### config.mk
export PLATFORM = sky130hd
export DESIGN_NAME = match_req_dispatcher_flat
export DESIGN_NICKNAME = d
export VERILOG_FILES = /design/src/rtl/match_req_dispatcher_if.sv /design/src/rtl/match_req_dispatcher.sv /design/src/flat_wrapper.sv
export SDC_FILE = /design/constraint.sdc
export NUM_CORES = 1
export LEC_CHECK = 0
export CORE_ASPECT_RATIO = 0.9
export CORE_MARGIN = 1
export CORE_UTILIZATION = 40
export DETAILED_ROUTE_END_ITERATION = 6
export PLACE_DENSITY = 0.67
export SYNTH_ARGS = -nofsm -noshare
export SYNTH_HDL_FRONTEND = slang
export SYNTH_SLANG_ARGS = --single-unit
export TNS_END_PERCENT = 10
### constraint.sdc
create_clock -name clk -period 2.4 [get_ports clk]
set_input_delay 0.72 -clock clk [delete_from_list [all_inputs] [get_ports clk]]
set_output_delay 0.72 -clock clk [all_outputs]
set_load 0.02 [all_outputs]
### src/rtl/match_req_dispatcher_if.sv
// Bus bundle for match_req_dispatcher: request bundle in, per-channel requests out,
// unroutable-lane report and the backpressure stall counter.
`ifndef LAZY_LEN
`define LAZY_LEN 4
`endif
`ifndef NUM_MATCH_REQ_CH
`define NUM_MATCH_REQ_CH 4
`endif
`ifndef SEQ_OFFSET_BITS
`define SEQ_OFFSET_BITS 16
`endif

interface match_req_dispatcher_if #(
  parameter int LAZY_LEN = `LAZY_LEN,
  parameter int NUM_CH   = `NUM_MATCH_REQ_CH,
  parameter int OFS_BITS = `SEQ_OFFSET_BITS,
  parameter int TAG_BITS = 8
);
  localparam int LANE_W = (LAZY_LEN > 1) ? $clog2(LAZY_LEN) : 1;

  logic                         in_valid;
  logic                         in_ready;
  logic [LAZY_LEN-1:0]          in_req_mask;
  logic [LAZY_LEN*OFS_BITS-1:0] in_offset;
  logic [LAZY_LEN*NUM_CH-1:0]   in_route_map;
  logic [TAG_BITS-1:0]          in_tag;

  logic [NUM_CH-1:0]            ch_valid;
  logic [NUM_CH-1:0]            ch_ready;
  logic [NUM_CH*OFS_BITS-1:0]   ch_offset;
  logic [NUM_CH*LANE_W-1:0]     ch_lane;
  logic [NUM_CH*TAG_BITS-1:0]   ch_tag;

  logic                         drop_valid;
  logic [LAZY_LEN-1:0]          drop_mask;
  logic [TAG_BITS-1:0]          drop_tag;

  logic [31:0]                  perf_stall_cnt;

  modport slave (
    input  in_valid, in_req_mask, in_offset, in_route_map, in_tag, ch_ready,
    output in_ready, ch_valid, ch_offset, ch_lane, ch_tag,
           drop_valid, drop_mask, drop_tag, perf_stall_cnt
  );

  modport master (
    output in_valid, in_req_mask, in_offset, in_route_map, in_tag, ch_ready,
    input  in_ready, ch_valid, ch_offset, ch_lane, ch_tag,
           drop_valid, drop_mask, drop_tag, perf_stall_cnt
  );
endinterface

### src/rtl/match_req_dispatcher.sv
// Splits an accepted lane bundle into per-channel match requests (lowest eligible channel,
// ascending lane order per channel). Define MATCH_REQ_DISPATCH_PERF_EN to build the stall counter.
`ifndef LAZY_LEN
`define LAZY_LEN 4
`endif
`ifndef NUM_MATCH_REQ_CH
`define NUM_MATCH_REQ_CH 4
`endif
`ifndef SEQ_OFFSET_BITS
`define SEQ_OFFSET_BITS 16
`endif

module match_req_dispatcher #(
  parameter int LAZY_LEN = `LAZY_LEN,
  parameter int NUM_CH   = `NUM_MATCH_REQ_CH,
  parameter int OFS_BITS = `SEQ_OFFSET_BITS,
  parameter int TAG_BITS = 8
) (
  input  logic                  clk,
  input  logic                  rst_n,
  match_req_dispatcher_if.slave bus
);
  localparam int LANE_W = (LAZY_LEN > 1) ? $clog2(LAZY_LEN) : 1;
  localparam int CH_W   = (NUM_CH > 1) ? $clog2(NUM_CH) : 1;

  typedef enum logic {
    IDLE     = 1'b0,
    DISPATCH = 1'b1
  } state_e;

  state_e                       state_q, state_d;
  logic [LAZY_LEN-1:0]          pending_q, pending_d;
  logic [CH_W-1:0]              bind_q [LAZY_LEN];
  logic [LAZY_LEN*OFS_BITS-1:0] lane_ofs_q;
  logic [TAG_BITS-1:0]          bundle_tag_q;

  logic [NUM_CH-1:0]            ch_valid_q;
  logic [NUM_CH*OFS_BITS-1:0]   ch_ofs_q;
  logic [NUM_CH*LANE_W-1:0]     ch_lane_q;
  logic [NUM_CH*TAG_BITS-1:0]   ch_tag_q;

  logic                         drop_valid_q;
  logic [LAZY_LEN-1:0]          drop_mask_q;
  logic [TAG_BITS-1:0]          drop_tag_q;

  logic                         accept;
  logic [LAZY_LEN-1:0]          routable;
  logic [LAZY_LEN-1:0]          unroutable;
  logic [CH_W-1:0]              first_ch [LAZY_LEN];
  logic [NUM_CH-1:0]            ch_free;
  logic [NUM_CH-1:0]            ch_load;
  logic [LANE_W-1:0]            sel_lane [NUM_CH];

  assign accept  = bus.in_valid && (state_q == IDLE);
  assign ch_free = ~ch_valid_q | bus.ch_ready;

  // Descending scans let the lowest index win without a separate found flag.
  always_comb begin
    for (int i = 0; i < LAZY_LEN; i++) begin
      routable[i]   = bus.in_req_mask[i] &&  (|bus.in_route_map[i*NUM_CH +: NUM_CH]);
      unroutable[i] = bus.in_req_mask[i] && !(|bus.in_route_map[i*NUM_CH +: NUM_CH]);
      first_ch[i]   = '0;
      for (int j = NUM_CH - 1; j >= 0; j--) begin
        if (bus.in_route_map[i*NUM_CH + j]) first_ch[i] = CH_W'(j);
      end
    end
  end

  always_comb begin
    for (int j = 0; j < NUM_CH; j++) begin
      ch_load[j]  = 1'b0;
      sel_lane[j] = '0;
      for (int i = LAZY_LEN - 1; i >= 0; i--) begin
        if (pending_q[i] && (bind_q[i] == CH_W'(j))) begin
          ch_load[j]  = ch_free[j] && (state_q == DISPATCH);
          sel_lane[j] = LANE_W'(i);
        end
      end
    end
  end

  // NOTE: every variable driven here gets its default first, so no path can infer a latch.
  always_comb begin
    state_d   = state_q;
    pending_d = pending_q;
    case (state_q)
      IDLE: begin
        if (accept) begin
          pending_d = routable;
          if (|routable) state_d = DISPATCH;
        end
      end
      DISPATCH: begin
        for (int j = 0; j < NUM_CH; j++) begin
          if (ch_load[j]) pending_d[sel_lane[j]] = 1'b0;
        end
        if (pending_d == '0) state_d = IDLE;
      end
      default: state_d = IDLE;
    endcase
  end

  // NOTE: state is updated with non-blocking assignments so all registers sample pre-edge values.
  always_ff @(posedge clk or negedge rst_n) begin
    if (!rst_n) begin
      state_q   <= IDLE;
      pending_q <= '0;
    end else begin
      state_q   <= state_d;
      pending_q <= pending_d;
    end
  end

  // NOTE: the bundle data registers are cleared on reset too, so nothing stale can be observed.
  always_ff @(posedge clk or negedge rst_n) begin
    if (!rst_n) begin
      for (int i = 0; i < LAZY_LEN; i++) bind_q[i] <= '0;
      lane_ofs_q   <= '0;
      bundle_tag_q <= '0;
    end else if (accept) begin
      for (int i = 0; i < LAZY_LEN; i++) bind_q[i] <= first_ch[i];
      lane_ofs_q   <= bus.in_offset;
      bundle_tag_q <= bus.in_tag;
    end
  end

  always_ff @(posedge clk or negedge rst_n) begin
    if (!rst_n) begin
      ch_valid_q <= '0;
      ch_ofs_q   <= '0;
      ch_lane_q  <= '0;
      ch_tag_q   <= '0;
    end else begin
      for (int j = 0; j < NUM_CH; j++) begin
        if (ch_load[j]) begin
          ch_valid_q[j]                       <= 1'b1;
          ch_ofs_q[j*OFS_BITS +: OFS_BITS]    <= lane_ofs_q[sel_lane[j]*OFS_BITS +: OFS_BITS];
          ch_lane_q[j*LANE_W +: LANE_W]       <= sel_lane[j];
          ch_tag_q[j*TAG_BITS +: TAG_BITS]    <= bundle_tag_q;
        end else if (bus.ch_ready[j]) begin
          ch_valid_q[j] <= 1'b0;
        end
      end
    end
  end

  always_ff @(posedge clk or negedge rst_n) begin
    if (!rst_n) begin
      drop_valid_q <= 1'b0;
      drop_mask_q  <= '0;
      drop_tag_q   <= '0;
    end else begin
      drop_valid_q <= accept && (|unroutable);
      if (accept) begin
        drop_mask_q <= unroutable;
        drop_tag_q  <= bus.in_tag;
      end
    end
  end

`ifdef MATCH_REQ_DISPATCH_PERF_EN
  logic [31:0] stall_cnt_q;
  logic        stall;

  assign stall = |(ch_valid_q & ~bus.ch_ready);

  always_ff @(posedge clk or negedge rst_n) begin
    if (!rst_n) begin
      stall_cnt_q <= '0;
    end else if (stall && (stall_cnt_q != '1)) begin
      stall_cnt_q <= stall_cnt_q + 32'd1;
    end
  end

  assign bus.perf_stall_cnt = stall_cnt_q;
`else
  assign bus.perf_stall_cnt = '0;
`endif

  assign bus.in_ready   = (state_q == IDLE);
  assign bus.ch_valid   = ch_valid_q;
  assign bus.ch_offset  = ch_ofs_q;
  assign bus.ch_lane    = ch_lane_q;
  assign bus.ch_tag     = ch_tag_q;
  assign bus.drop_valid = drop_valid_q;
  assign bus.drop_mask  = drop_mask_q;
  assign bus.drop_tag   = drop_tag_q;

endmodule

### src/flat_wrapper.sv
// flat-port wrapper written by rule: the top's interface ports become plain ports
module match_req_dispatcher_flat 
#(
  parameter int LAZY_LEN = `LAZY_LEN,
  parameter int NUM_CH   = `NUM_MATCH_REQ_CH,
  parameter int OFS_BITS = `SEQ_OFFSET_BITS,
  parameter int TAG_BITS = 8
)
  (clk, rst_n, bus_in_valid, bus_in_req_mask, bus_in_offset, bus_in_route_map, bus_in_tag, bus_ch_ready, bus_in_ready, bus_ch_valid, bus_ch_offset, bus_ch_lane, bus_ch_tag, bus_drop_valid, bus_drop_mask, bus_drop_tag, bus_perf_stall_cnt);
  match_req_dispatcher_if #(.LAZY_LEN(LAZY_LEN), .NUM_CH(NUM_CH), .OFS_BITS(OFS_BITS), .TAG_BITS(TAG_BITS)) bus_i ();
  input  logic clk;
  input  logic rst_n;
  input wire logic [$bits(bus_i.in_valid)-1:0] bus_in_valid;
  input wire logic [$bits(bus_i.in_req_mask)-1:0] bus_in_req_mask;
  input wire logic [$bits(bus_i.in_offset)-1:0] bus_in_offset;
  input wire logic [$bits(bus_i.in_route_map)-1:0] bus_in_route_map;
  input wire logic [$bits(bus_i.in_tag)-1:0] bus_in_tag;
  input wire logic [$bits(bus_i.ch_ready)-1:0] bus_ch_ready;
  output wire logic [$bits(bus_i.in_ready)-1:0] bus_in_ready;
  output wire logic [$bits(bus_i.ch_valid)-1:0] bus_ch_valid;
  output wire logic [$bits(bus_i.ch_offset)-1:0] bus_ch_offset;
  output wire logic [$bits(bus_i.ch_lane)-1:0] bus_ch_lane;
  output wire logic [$bits(bus_i.ch_tag)-1:0] bus_ch_tag;
  output wire logic [$bits(bus_i.drop_valid)-1:0] bus_drop_valid;
  output wire logic [$bits(bus_i.drop_mask)-1:0] bus_drop_mask;
  output wire logic [$bits(bus_i.drop_tag)-1:0] bus_drop_tag;
  output wire logic [$bits(bus_i.perf_stall_cnt)-1:0] bus_perf_stall_cnt;
  assign bus_i.in_valid = bus_in_valid;
  assign bus_i.in_req_mask = bus_in_req_mask;
  assign bus_i.in_offset = bus_in_offset;
  assign bus_i.in_route_map = bus_in_route_map;
  assign bus_i.in_tag = bus_in_tag;
  assign bus_i.ch_ready = bus_ch_ready;
  assign bus_in_ready = bus_i.in_ready;
  assign bus_ch_valid = bus_i.ch_valid;
  assign bus_ch_offset = bus_i.ch_offset;
  assign bus_ch_lane = bus_i.ch_lane;
  assign bus_ch_tag = bus_i.ch_tag;
  assign bus_drop_valid = bus_i.drop_valid;
  assign bus_drop_mask = bus_i.drop_mask;
  assign bus_drop_tag = bus_i.drop_tag;
  assign bus_perf_stall_cnt = bus_i.perf_stall_cnt;
  match_req_dispatcher #(.LAZY_LEN(LAZY_LEN), .NUM_CH(NUM_CH), .OFS_BITS(OFS_BITS), .TAG_BITS(TAG_BITS)) u_core (.clk(clk), .rst_n(rst_n), .bus(bus_i));
endmodule
### After elaboration in Yosys (flattened, before gate mapping)

Index checks and enable logic that the tools add are counted.

| storage, ports and cells | value |
|---|---|
| bits in latches | 0 |
| bits in read-only memories | 0 |
| word-level logic and storage cells | 193 |
| memories kept | 0 |
| register bits after elaboration | 198 |
| output and inout port bits | 154 |
| memory bits (writable) | 0 |
| bits of input ports | 99 |

| cells by class | value |
|---|---|
| shifts and indexed selects | 4 |
| order comparisons | 8 |
| $mul | 0 |
| reductions and logical operators | 53 |
| divide/modulo/power cells | 0 |
| eq/ne operators | 13 |
| muxes and demuxes | 78 |
| add/sub/neg operators | 0 |
| bitwise gates (word level) | 11 |

Operator list:

| operator | number |
|---|---|
| $shiftx 64x7->16 | 4 |
| $mux 2 | 32 |
| $mux 4 | 9 |
| $logic_and 1x1->1 | 34 |
| $mux 1 | 31 |
| $reduce_or 4->1 | 6 |
| $not 4->4 | 5 |
| $and 4x4->4 | 4 |
| $eq 2x2->1 const B | 8 |
| $lt 2x3->1 const B | 4 |
| $demux 1 s2 | 4 |
| $eq 2x1->1 const B | 4 |
| $ge 2x1->1 const B | 4 |
| $logic_not 2->1 | 4 |
| $pmux 4 s2 | 1 |
| $reduce_bool 2->1 | 4 |
| $logic_not 1->1 | 4 |
| $logic_not 4->1 | 1 |
| $or 4x4->4 | 1 |
| $ne 2x1->1 const B | 1 |
| $pmux 1 s2 | 1 |
| $not 1->1 | 1 |

### Longest topological paths before layout

Gate-level depths: netlist of the first run.

| depth | value |
|---|---|
| depth after elaboration | 26 |
| gate-level depth with buffers | 7 |
| depth with buffers taken out | 5 |

### Worst setup path before layout of the first run

OpenSTA, ideal clock, no wires.

| timing path | value |
|---|---|
| path kind | input to register |
| start point | input bus_ch_ready[2] |
| end point | register u_core.ch_tag_q[16] (netlist: u_core.bus.ch_tag[16]) |
| buffers on the path | 1 |
| stages | 5 |
| path slack | 0.282 ns |
| library setup time | 0.125 ns |
| arrival | 1.993 ns |
| data required time | 2.275 ns |
| path through | nand2b_1 -> and2_0 -> o21ai_1 -> clkbuf_1 -> mux2_2 |

| on the way | value |
|---|---|
| word-level cells in the longest chain between the ends | 6 |

RTL lines:

| element | line | text |
|---|---|---|
| from (decl) | flat_wrapper.sv:18 | `input wire logic [$bits(bus_i.ch_ready)-1:0] bus_ch_ready;` |
| $or 4x4->4 * | match_req_dispatcher.sv:55 | `assign ch_free = ~ch_valid_q \| bus.ch_ready;` |
| $logic_and 1x1->1 * | match_req_dispatcher.sv:75 | `ch_load[j] = ch_free[j] && (state_q == DISPATCH);` |
| $mux 1 (3 in series) | match_req_dispatcher.sv:74 | `if (pending_q[i] && (bind_q[i] == CH_W'(j))) begin` |
| $mux 1 * | match_req_dispatcher.sv:74 |  |
| to (signal, indexed assignment) | match_req_dispatcher.sv:139 | `ch_tag_q[j*TAG_BITS +: TAG_BITS] <= bundle_tag_q;` |
| to (decl) | match_req_dispatcher.sv:40 | `logic [NUM_CH*TAG_BITS-1:0] ch_tag_q;` |

Every way passes the cells marked *; elsewhere a longest branch is shown, timed or not.
A chain may end at the register's enable or synchronous reset.

==> results of run 1 <==
[synthesized netlist by cell type, types with 2 or more instances]
library cell,number
clkbuf_8,2
and3b_1,2
nand3_1,5
buf_1,6
nand4_1,3
nand2b_1,8
mux2i_1,96
o21ai_0,27
a211oi_1,33
a21oi_1,16
o21ai_2,6
buf_4,37
nand2_1,311
nor2b_1,2
nor4_1,3
o31ai_1,24
o21ai_1,30
dfrtp_1,198
nor2_1,10
clkbuf_1,35
a41oi_1,2
o41ai_1,3
inv_1,7
buf_2,7
nor3_1,2
or3b_4,2
o211ai_2,2
mux2_2,84
and3_1,33
nor3b_1,3
buf_6,6
a31oi_1,4
nand3b_1,7
and2_1,3
[layer usage]
| metal | routed length (µm) | global-route usage [%] |
|---|---|---|
| met1 | 14900 | 36.3 |
| met2 | 13000 | 34.3 |
| met3 | 2670 | 6.38 |
| met4 | 487 | 5.87 |
| met5 | 0 | 0 |
[through the flow]
stage | instances | total power, µW | util, % | hold slack, ps | setup TNS [ps]
floorplan | 1073 | 12800 | - | 424 | 0
global placement | 1591 | 17100 | 52.1 | 461 | -60.1
detailed placement | 1591 | 17300 | 52.1 | 466 | -85.4
CTS | 1623 | 20300 | 54.6 | 203 | 0
global route | 1623 | 21500 | 54.6 | 205 | 0
finish | 1623 | 20300 | 54.6 | 193 | 0
[area by class of cell]
type	instances	area, µm²	area share (%)
clock buffers	17	425	3.09
clock inverters	15	201	1.46
inverters	8	30.0	0.218
multi-input cells	773	4930	35.8
flip-flops and latches	198	4950	36.0
well taps	342	428	3.11
repair buffers	270	2790	20.3
[worst paths after layout]
check	cells past startpoint	start	endpoint
setup / recovery	1	u_core.bundle_tag_q[4]	bus_drop_tag[4]
hold / removal	1	rst_n	u_core.bus.ch_offset[41]
setup reg to reg	6	u_core.pending_q[1]	u_core.bus.ch_offset[5]
hold reg to reg	2	u_core.bus.ch_offset[52]	u_core.bus.ch_offset[52]
max in group asynchronous	2	rst_n	u_core.bus.ch_lane[7]
min in group clk	2	u_core.bus.ch_offset[52]	u_core.bus.ch_offset[52]
[cells by family (layout without fill, tap and decap cells)]
group	Yosys count	in the layout	share of synthesized area, %
compound gates	158	158	10.2
xor+xnor	1	1	0.0852
buf+inv	102	310	5.81
flops	198	198	48.2
mux	181	181	18.8
other cells	1	32	0.0365
simple gates	401	401	16.9
[power groups by stage]
stage / Clock, µW / Combinational (µW) / Sequential [µW]
after floorplan: 0 / 5780 / 6970
after global placement: 0 / 10600 / 6460
after detailed placement: 0 / 10800 / 6510
after CTS: 3020 / 10800 / 6460
after global routing: 3130 / 11700 / 6710
final: 2950 / 10800 / 6500
[registers in the layout, summed over array words and instances (netlist names), 4 cells and up]
name / flops
u_core.bus.drop_mask: 4
u_core.bus.ch_offset: 64
u_core.bus.ch_lane: 8
u_core.bundle_tag_q: 8
u_core.bus.ch_valid: 4
u_core.pending_q: 4
u_core.bind_q: 8
u_core.bus.ch_tag: 32
u_core.lane_ofs_q: 64
==> results.yml, run 1 <==
power:
  p_seq_share_pct: 32.1
  p_leak_uw: 0.00635
  p_clk_share_pct: 14.5
  share_comb_of_total_power_pct: 53.4
  p_switching_uw: 8800
  sw_frac_of_total_pct: 43.4
  vdd.ir_drop.worst_v: 0.000673
  power-per-cell-area_nw_per_um2: 1470
  internal_power_uw: 11500
critical_path:
  worstPathMaxFanout: 6
  critPathCaptureType: "output pin"
  start_kind: "flip-flop"
  cp_slowest_stage_delay_ps: 640
  r2r_slack_ps: 170
  crit_type: "reg -> out"
  slowest_stage: "clkdlybuf4s50_1"
  crit_path_cell_trace: "clkdlybuf4s50_1"
  critPathBufInv: 1
  cp.required_ps: 1680
  worstPathArrival_ps: 1550
  path_delay_family: "buffers and inverters"
synth:
  synth-seq-cells: 198
  synth_top_area_cell: "dfrtp_1"
  yosysTopAreaCellShare_pct: 48.2
  yosys-top-cells-area: "dfrtp_1 (48%), nand2_1 (11%), mux2i_1 (9.3%), mux2_2 (9.2%), buf_4 (2.7%)"
  synth_seq_area_share_pct: 48.2
  async_reset_ff_share_pct: 100
  syn_area_um2: 10300
  synth_cell_type_count: 57
  synthFlopType: "dfrtp_1"
  avgSynthCellArea_um2: 9.86
  synth_edf_count: 0
  syn_inst: 1042
  yosys_warnings: 0
grt:
  antenna_found_initial: 0
  grt_max_degree: 52
  grt_overflow_total: 0
  grtUsageTotal_pct: 24.2
  grt_pass1_wl_um: 48000
  grt_pass1_vias: 8117
final_layout:
  antenna_cells: 0
  nets: 1367
  syn2layout_area_growth_pct: 33.9
  fin_area_um2: 13800
  layout_common_cells: "nand2_1 (310), clkdlybuf4s50_1 (219), dfrtp_1 (198)"
  fillerInstances: 2297
  layout_commonest_cell: "nand2_1"
  drive_gt1_share_pct: 15.0
sta:
  maxSlewViolCount: 0
  period_minus_slack_ps: 2270
  rsz0062_at_grt: "false"
  post-route-period-util_pct: 94.5
  max_slew_margin_pct: 58.0
  fmax_ghz: 0.441
  finalHoldViolations: 0
  setup_viol: 0
  worst_pin_slew_ps: 629
  skew_ps: 19.4
  fin_ws_ps: 131
cts:
  clock_path_buffers: 2
  cts_setup_buffers: 0
  path_clk_slew_ps: 90
  cts.sinks: 198
  numCtsBuffers: 17
  hold_buffers: 0
  cts_tree: "built"
  cts_max_level: 4
  ctsResizeCount: 0
  cts_root_buf: "clkbuf_16"
  worstSkewPairLatency_ps: 450
place:
  pre_cts_ws_ps: -85.4
  dpl.hpwl_um: 23200
  io_buffers: 220
  gp_congestion: 0.869
  placed_cell_area_um2: 13100
detailed_routing:
  dr.pass1.iters: 5
  drtIter0Drc: 602
  antenna_left: 0
  num_vias: 8409
  wl_um: 31000
  wire_per_inst_um: 19.1
  drt-vias-per-instance: 5.18
  drc: 0
floorplan:
  start_util_pct: 40.8
  die_y_um: 154
  io_pins: 253
  die_area_um2: 26300
  rows: 55
  core_area_um2: 25200
  die_width_um: 171
min_path:
  hold_path_class: "in -> async"
flow_run:
  drv_cap: 0
outcome:
  status: "finished, final reports clean"
(Power assumes the default switching activity.)
==> run 2: changes to the inputs <==
--- a/config.mk
+++ b/config.mk
@@ -8,8 +8,10 @@
 export CORE_ASPECT_RATIO = 0.9
 export CORE_MARGIN = 1
 export CORE_UTILIZATION = 40
+export CTS_BUF_LIST = sky130_fd_sc_hd__clkbuf_16
 export DETAILED_ROUTE_END_ITERATION = 6
 export PLACE_DENSITY = 0.67
+export SKIP_CTS_REPAIR_TIMING = 1
 export SYNTH_ARGS = -nofsm -noshare
 export SYNTH_HDL_FRONTEND = slang
 export SYNTH_SLANG_ARGS = --single-unit
==> results of run 2 <==
The final DEF is identical to that of run 1; final timing and power are the same.
==> run 3: changes to the inputs <==
--- a/config.mk
+++ b/config.mk
@@ -12,6 +12,7 @@
 export DETAILED_ROUTE_END_ITERATION = 6
 export PLACE_DENSITY = 0.67
 export SKIP_CTS_REPAIR_TIMING = 1
+export SLEW_MARGIN = 0
 export SYNTH_ARGS = -nofsm -noshare
 export SYNTH_HDL_FRONTEND = slang
 export SYNTH_SLANG_ARGS = --single-unit
==> results of run 3 <==
The final DEF is identical to that of run 1; final timing and power are the same.
